<file path="src/rtl/sr_pkg.sv">
// Shared definitions for the set/reset flip-flop bank: mode encodings and
// the single-bit next-state rule used by every channel.
package sr_pkg;

  localparam logic [1:0] MODE_HOLD    = 2'd0;
  localparam logic [1:0] MODE_SET_DOM = 2'd1;
  localparam logic [1:0] MODE_RST_DOM = 2'd2;
  localparam logic [1:0] MODE_JK      = 2'd3;

  // Next state of one bit from S/R only; load and reset priority live in the cell.
  function automatic logic sr_next(input logic q, input logic s, input logic r,
                                   input logic [1:0] mode);
    logic nq;
    nq = q;
    case ({s, r})
      2'b10: nq = 1'b1;
      2'b01: nq = 1'b0;
      2'b11: begin
        case (mode)
          MODE_HOLD:    nq = q;
          MODE_SET_DOM: nq = 1'b1;
          MODE_RST_DOM: nq = 1'b0;
          MODE_JK:      nq = ~q;
          default:      nq = q;
        endcase
      end
      default: nq = q;
    endcase
    return nq;
  endfunction

endpackage

</file>
<file path="src/rtl/sr_ff_cell.sv">
// One channel of the bank: stored bit, change pulse and conflict flag,
// with reset > load > S/R priority.
module sr_ff_cell
  import sr_pkg::*;
(
  input  logic       clk,
  input  logic       rst,
  input  logic [1:0] mode,
  input  logic       s,
  input  logic       r,
  input  logic       ld,
  input  logic       ld_val,
  output logic       q,
  output logic       chg,
  output logic       conflict,
  output logic       conflict_next
);

  logic q_reg;
  logic q_next;
  logic chg_reg;
  logic conflict_reg;

  // A load masks S/R entirely, so it never counts as a conflict.
  assign conflict_next = s & r & ~ld;
  assign q_next        = ld ? ld_val : sr_next(q_reg, s, r, mode);

  always_ff @(posedge clk) begin
    if (rst) begin
      q_reg        <= 1'b0;
      chg_reg      <= 1'b0;
      conflict_reg <= 1'b0;
    end else begin
      q_reg        <= q_next;
      chg_reg      <= (q_next != q_reg);
      conflict_reg <= conflict_next;
    end
  end

  assign q        = q_reg;
  assign chg      = chg_reg;
  assign conflict = conflict_reg;

endmodule

</file>
<file path="src/rtl/sr_ff_bank.sv">
// Bank of CH synchronous set/reset flip-flops with runtime conflict policy
// and a shared saturating counter of cycles in which any channel conflicted.
module sr_ff_bank
  import sr_pkg::*;
#(
  parameter int CH    = 4,
  parameter int CNT_W = 8
) (
  input  logic             clk,
  input  logic             rst,
  input  logic [1:0]       mode,
  input  logic [CH-1:0]    S,
  input  logic [CH-1:0]    R,
  input  logic             ld,
  input  logic [CH-1:0]    ld_val,
  input  logic             clr_cnt,
  output logic [CH-1:0]    Q,
  output logic [CH-1:0]    Q_,
  output logic [CH-1:0]    chg,
  output logic [CH-1:0]    conflict,
  output logic [CNT_W-1:0] conflict_cnt
);

  localparam logic [CNT_W-1:0] CNT_MAX = {CNT_W{1'b1}};
  localparam logic [CNT_W-1:0] CNT_ONE = {{(CNT_W-1){1'b0}}, 1'b1};

  logic [CH-1:0]    conflict_next;
  logic [CNT_W-1:0] cnt_reg;
  logic [CNT_W-1:0] cnt_next;
  logic             any_conflict;

  generate
    for (genvar gi = 0; gi < CH; gi++) begin : g_cell
      sr_ff_cell u_cell (
        .clk           (clk),
        .rst           (rst),
        .mode          (mode),
        .s             (S[gi]),
        .r             (R[gi]),
        .ld            (ld),
        .ld_val        (ld_val[gi]),
        .q             (Q[gi]),
        .chg           (chg[gi]),
        .conflict      (conflict[gi]),
        .conflict_next (conflict_next[gi])
      );
    end
  endgenerate

  assign Q_           = ~Q;
  assign any_conflict = |conflict_next;

  // Clear beats a simultaneous conflict; one step per cycle, no wrap.
  always_comb begin
    cnt_next = cnt_reg;
    if (clr_cnt)
      cnt_next = '0;
    else if (any_conflict && (cnt_reg != CNT_MAX))
      cnt_next = cnt_reg + CNT_ONE;
  end

  always_ff @(posedge clk) begin
    if (rst)
      cnt_reg <= '0;
    else
      cnt_reg <= cnt_next;
  end

  assign conflict_cnt = cnt_reg;

endmodule

</file>
<file path="config.mk">
export PLATFORM = sky130hd
export DESIGN_NAME = sr_ff_bank
export DESIGN_NICKNAME = d
export VERILOG_FILES = /design/src/rtl/sr_pkg.sv /design/src/rtl/sr_ff_cell.sv /design/src/rtl/sr_ff_bank.sv
export SDC_FILE = /design/constraint.sdc
export NUM_CORES = 1
export LEC_CHECK = 0
export ABC_AREA = 0
export CORE_MARGIN = 4
export CORE_UTILIZATION = 39
export CTS_CLUSTER_SIZE = 25
export DETAILED_ROUTE_END_ITERATION = 7
export GPL_TIMING_DRIVEN = 0
export PLACE_DENSITY = 0.75
export RECOVER_POWER = 25
export SLEW_MARGIN = 20
export SYNTH_ARGS = -nofsm -noshare
export SYNTH_HDL_FRONTEND = slang
export SYNTH_SLANG_ARGS = --single-unit
</file>
<file path="constraint.sdc">
create_clock -name clk -period 1.3 [get_ports clk]
set_input_delay 0.13 -clock clk [delete_from_list [all_inputs] [get_ports clk]]
set_output_delay 0.13 -clock clk [all_outputs]
set_load 0.01 [all_outputs]
</file>
Word level (Yosys, flattened, before mapping)
Cells that the tools add are included.

$add $sub $neg: 1. Equal/unequal tests: 20. Multiplexer cells: 12. Bitwise logic cells: 14. Reduce and logical (&&, ||, !) cells: 4.

Operators with widths (number): 2-bit equality test (second input constant) (10); 1-bit case mux with 4 select lines (4); 1-bit case mux with 3 select lines (4); 2-bit by 1-bit equality test with 1-bit output (second input constant) (5); 8-bit by 1-bit adder with 8-bit output (second input constant) (1); 1-bit AND (8); 8-bit != test (second input constant) (1); 1-bit NOT (5); 1-bit two-way mux (4); 1-bit != test (4); 4-bit NOT (1); 4-bit OR reduction (1); 2-bit logical NOT (1); 2-bit OR reduction (1); 1-bit logical AND (1).

Register bits: 20. Input bits: 18. Output and inout bits: 24.

Longest topological paths before layout
Depth in word-level cells: 5. Depth in mapped cells: 5. Gate-level depth less buffers: 5.

Hierarchy
A second synthesis with hierarchy kept.

Cell total of the unflattened synthesis: 114. Area total of the unflattened synthesis: 1009.7 um^2.

Modules (own cells, without submodules): sr_ff_cell (times used 4, cells an instance 15, area each 136.4 um^2, sequential area each 60.1 um^2); sr_ff_bank (times used 1, cells an instance 54, area each 464.2 um^2, sequential area each 160.2 um^2).

Least setup slack after synthesis
Ideal clock, no wire load.

Kind: reg-to-reg. From: register cnt_reg[0] (netlist: conflict_cnt[0]). To: register cnt_reg[3] (netlist: conflict_cnt[3]). Library setup time: 0.070 ns. Data arrival time: 1.423 ns. Data required time: 1.230 ns. Setup slack: -0.193 ns. Cell stages (with the launch flop): 6. Period minus slack after synthesis: 1.493 ns. Cell sequence: dfxtp_1 ha_1 nand3_1 nor2_1 or4_1 a21oi_1.

Longest elaborated chain between the ends: 2.

Ends and longest elaborated chain: from (decl) (RTL line sr_ff_bank.sv:28) `logic [CNT_W-1:0] cnt_reg;`; from (signal assigned) (RTL line sr_ff_bank.sv:66) `cnt_reg <= cnt_next;`; branches (longest 2 deep; another with 8-bit by 1-bit adder with 8-bit output).

Several ways; the timed one is not identified. A chain may end at the register's enable or synchronous reset.

Worst setup path in the final report
From: register cnt_reg[4] (netlist: conflict_cnt[4]). To: register cnt_reg[4] (netlist: conflict_cnt[4]).

The elaborated chain is that of the path after synthesis.

==> results.toml <==
[detailed_routing]
vias = 1306
drt_wl_total_um = 3460
drt_pass1_iterations = 4
initialDrtViolationCount = 31
wire_per_inst_um = 15.0
postRouteAntennaNets = 0
drc_errors = 0
routed_via_density = 5.65

[yosys]
synth_flop_cell = "dfxtp_1"
synth_most_common_cell = "dfxtp_1"
ys_seq_elements = 20
yosys-top-cells-count = "20 x dfxtp_1, 14 x nand2_1, 12 x buf_4, 8 x inv_1, 8 x nor3_1"
yosysUniqueCellTypes = 38
syn-num-nets = 157
syn_avg_cell_area_sq_um = 8.11
async_flop_share_pct = 0
synthTopCellsByArea = "dfxtp_1 36%, buf_4 8.1%, nand2_1 4.7%"
synth_top_area_share_pct = 35.8
yosysWarnings = 0
yosysTopAreaCell = "dfxtp_1"
netlist_area_sq_um = 1120
synth_edf_count = 0
syn_inst = 138
yosysSeqAreaShare_pct = 35.8

[global_routing]
grt_pass1_wl_um = 5230
grt_max_degree = 13
grt_pass1_vias = 1268
track_usage_pct = 18.0
met3_usage_pct = 3.35
gr-usage-met2_pct = 33.8
antenna_found_initial = 0
gr-usage-met1_pct = 20.4
grt-ovfl-total = 0
gr-max-usage-layer = "met2"

[critical_path]
crit_arrival_ps = 1570
startpoint = "conflict_cnt[4]"
cp-start-kind = "flip-flop"
crit_end = "conflict_cnt[4]"
max_stage_delay_ps = 400
crit_fanout = 6
path_buf_inv = 1
r2r_end = "conflict_cnt[4]"
cp_slowest_cell = "or4_1"
end_kind = "flip-flop"
r2r-start = "conflict_cnt[4]"
crit_required_ps = 1540
critPathTopFamily = "simple AND/OR/NAND/NOR gates"
cp_num_cells = 5
ff2ff_setup_slack_ps = -30
crit_type = "reg2reg"
rr_worst_depth = 5
crit_chain = "nand4_1, buf_4, nor2_4, or4_1, a21oi_1"

[die]
io-pin-count = 42
placementRows = 19
die_h_um = 61.6
die_w_um = 61.6
die-area_sq_um = 3790
core_area_sq_um = 2760
start_util_pct = 40.6

[status]
violations = "negative setup slack"
status = "finished, violations left"

[place]
place_inst = 210
dpl_cell_area_sq_um = 1610
dp_hpwl_um = 2230
gp_congestion = 0.894
port_buffers = 41

[timing]
drv_slew = 0
rsz0062_at_grt = "true"
tightest_slew_ps = 443
fin_crit_sh_pct = 103
setup_viol = 3
relSlewSlack_pct = 70.5
fmax_mhz = 750
fin_hold_ws_ps = 288
tns_ps = -55.2
worst_slack_ps = -34.1
skew_ps = 12.0
hold_viol_final = 0
fin_crit_ps = 1330

[finish]
final_layout_size_suffix_gt1_share_pct = 36.0
areaGrowthSynthToFinish_pct = 67.2
largest_reg_flops = 8
fin_area_sq_um = 1870
fillers = 227
diodes = 0
nNetsFinal = 220
layoutNonFillerInstCount = 231

[min_path]
hold_path_depth = 3
hold_path.class = "in2reg"

[cts]
insertion_delay_ps = 300
clk_root_buffer_cell = "clkbuf_4"
cts_tree = "done"
h-tree-depth = 1
clk_pin_slew_ps = 130
cts_made_buffers = 3
cts_sinks = 20
cts.path.max_buffers = 2

[flow_run]
cap_viol_max_count = 0

[power_and_ir_drop]
cellPowerDensity_nw_per_um2 = 804
peakVddDrop_mv = 0.689
p_leak_nw = 0.824
total_power_mw = 1.50
[where the power goes]
group	switching, mW	total (mW)	internal, mW
Clock	0.197	0.508	0.311
Sequential	0.0132	0.638	0.625
Combinational	0.170	0.358	0.187
Total	0.380	1.50	1.12
[what timing repair did]
item | CTS | global route
setup endpoints to repair | 43 | 11
cloned | 1 | 0
gates resized for setup | 57 | 19
hold endpoints to repair | 0 | 0
hold buffers | 0 | 0
setup buffers | 10 | 7
pin swaps | 9 | 14
[worst reg2reg max path, cell delays in order, from the launching register on]
cell	delay (ps)
dfxtp_4	390
nand4_1	120
buf_4	170
nor2_4	60
or4_1	400
a21oi_1	140
[layout by cell type (no fill, tap or decap), types with 2 or more instances in the layout]
cell             Yosys  routed
a211oi_1             5       3
nand4_1              3       3
buf_6                0       2
nor2_1               6       5
clkbuf_4             0       3
nor3_1               8       8
dfxtp_2              0       3
or3_1                3       3
a221oi_1             2       2
clkdlybuf4s50_1      0       6
a21oi_1              7       7
o21ai_1              0       3
dlygate4sd2_1        0      30
o21ai_0              6       3
clkbuf_1             4       2
dfxtp_1             20       8
nand2_2              1       5
nor2_4               0       2
or4_1                3       3
nand3_1              3       2
o31ai_1              3       2
dfxtp_4              0       9
a211o_1              3       3
nand2_1             14      10
nand2b_1             7       5
nand2b_4             0       2
buf_4               12      31
a211oi_2             0       2
inv_1                8       8
[cell families after synthesis]
kind of cell               share of synthesized area (%)
AOI/OAI and AO/OA                                   24.9
xor gates and xnor gates                           0.783
adders and majority gates                           1.12
buffers and inverters                               12.5
DFF                                                 35.8
muxes                                              0.895
and+or+nand+nor                                     23.9
[metal layers]
metal  vias to the layer above  wire length (um)
met4                         0                84
met5                         -                 0
met3                        10               260
met1                       611              1380
li1                        622                 -
met2                        63              1740
[cell type report]
class / instances / area [sq um] / area share, %
flip-flops and latches: 20 / 438 / 23.4
clock buffers: 3 / 22.5 / 1.20
multi-input cells: 94 / 698 / 37.3
inverters: 8 / 30.0 / 1.61
clock inverters: 1 / 30.0 / 1.61
well taps: 31 / 38.8 / 2.07
plain buffers: 16 / 114 / 6.09
repair buffers: 58 / 499 / 26.7
[per-stage QoR]
step                util, %  setup slack [ps]
floorplan                 -              22.4
CTS                    64.1             -2.63
finish                 67.8             -34.1
detailed placement     58.4              -539
global route           67.8             -82.8
global placement       58.4              -547
[worst min path at each step]
stage	start	endpoint
after floorplan	S[0]	g_cell[0].u_cell.conflict
after global placement	conflict_cnt[3]	conflict_cnt[3]
after detailed placement	conflict_cnt[3]	conflict_cnt[3]
after CTS	R[2]	g_cell[2].u_cell.conflict
after global routing	R[2]	g_cell[2].u_cell.conflict
final	R[0]	g_cell[0].u_cell.conflict
No activity file was read; power rests on OpenSTA's default activity.
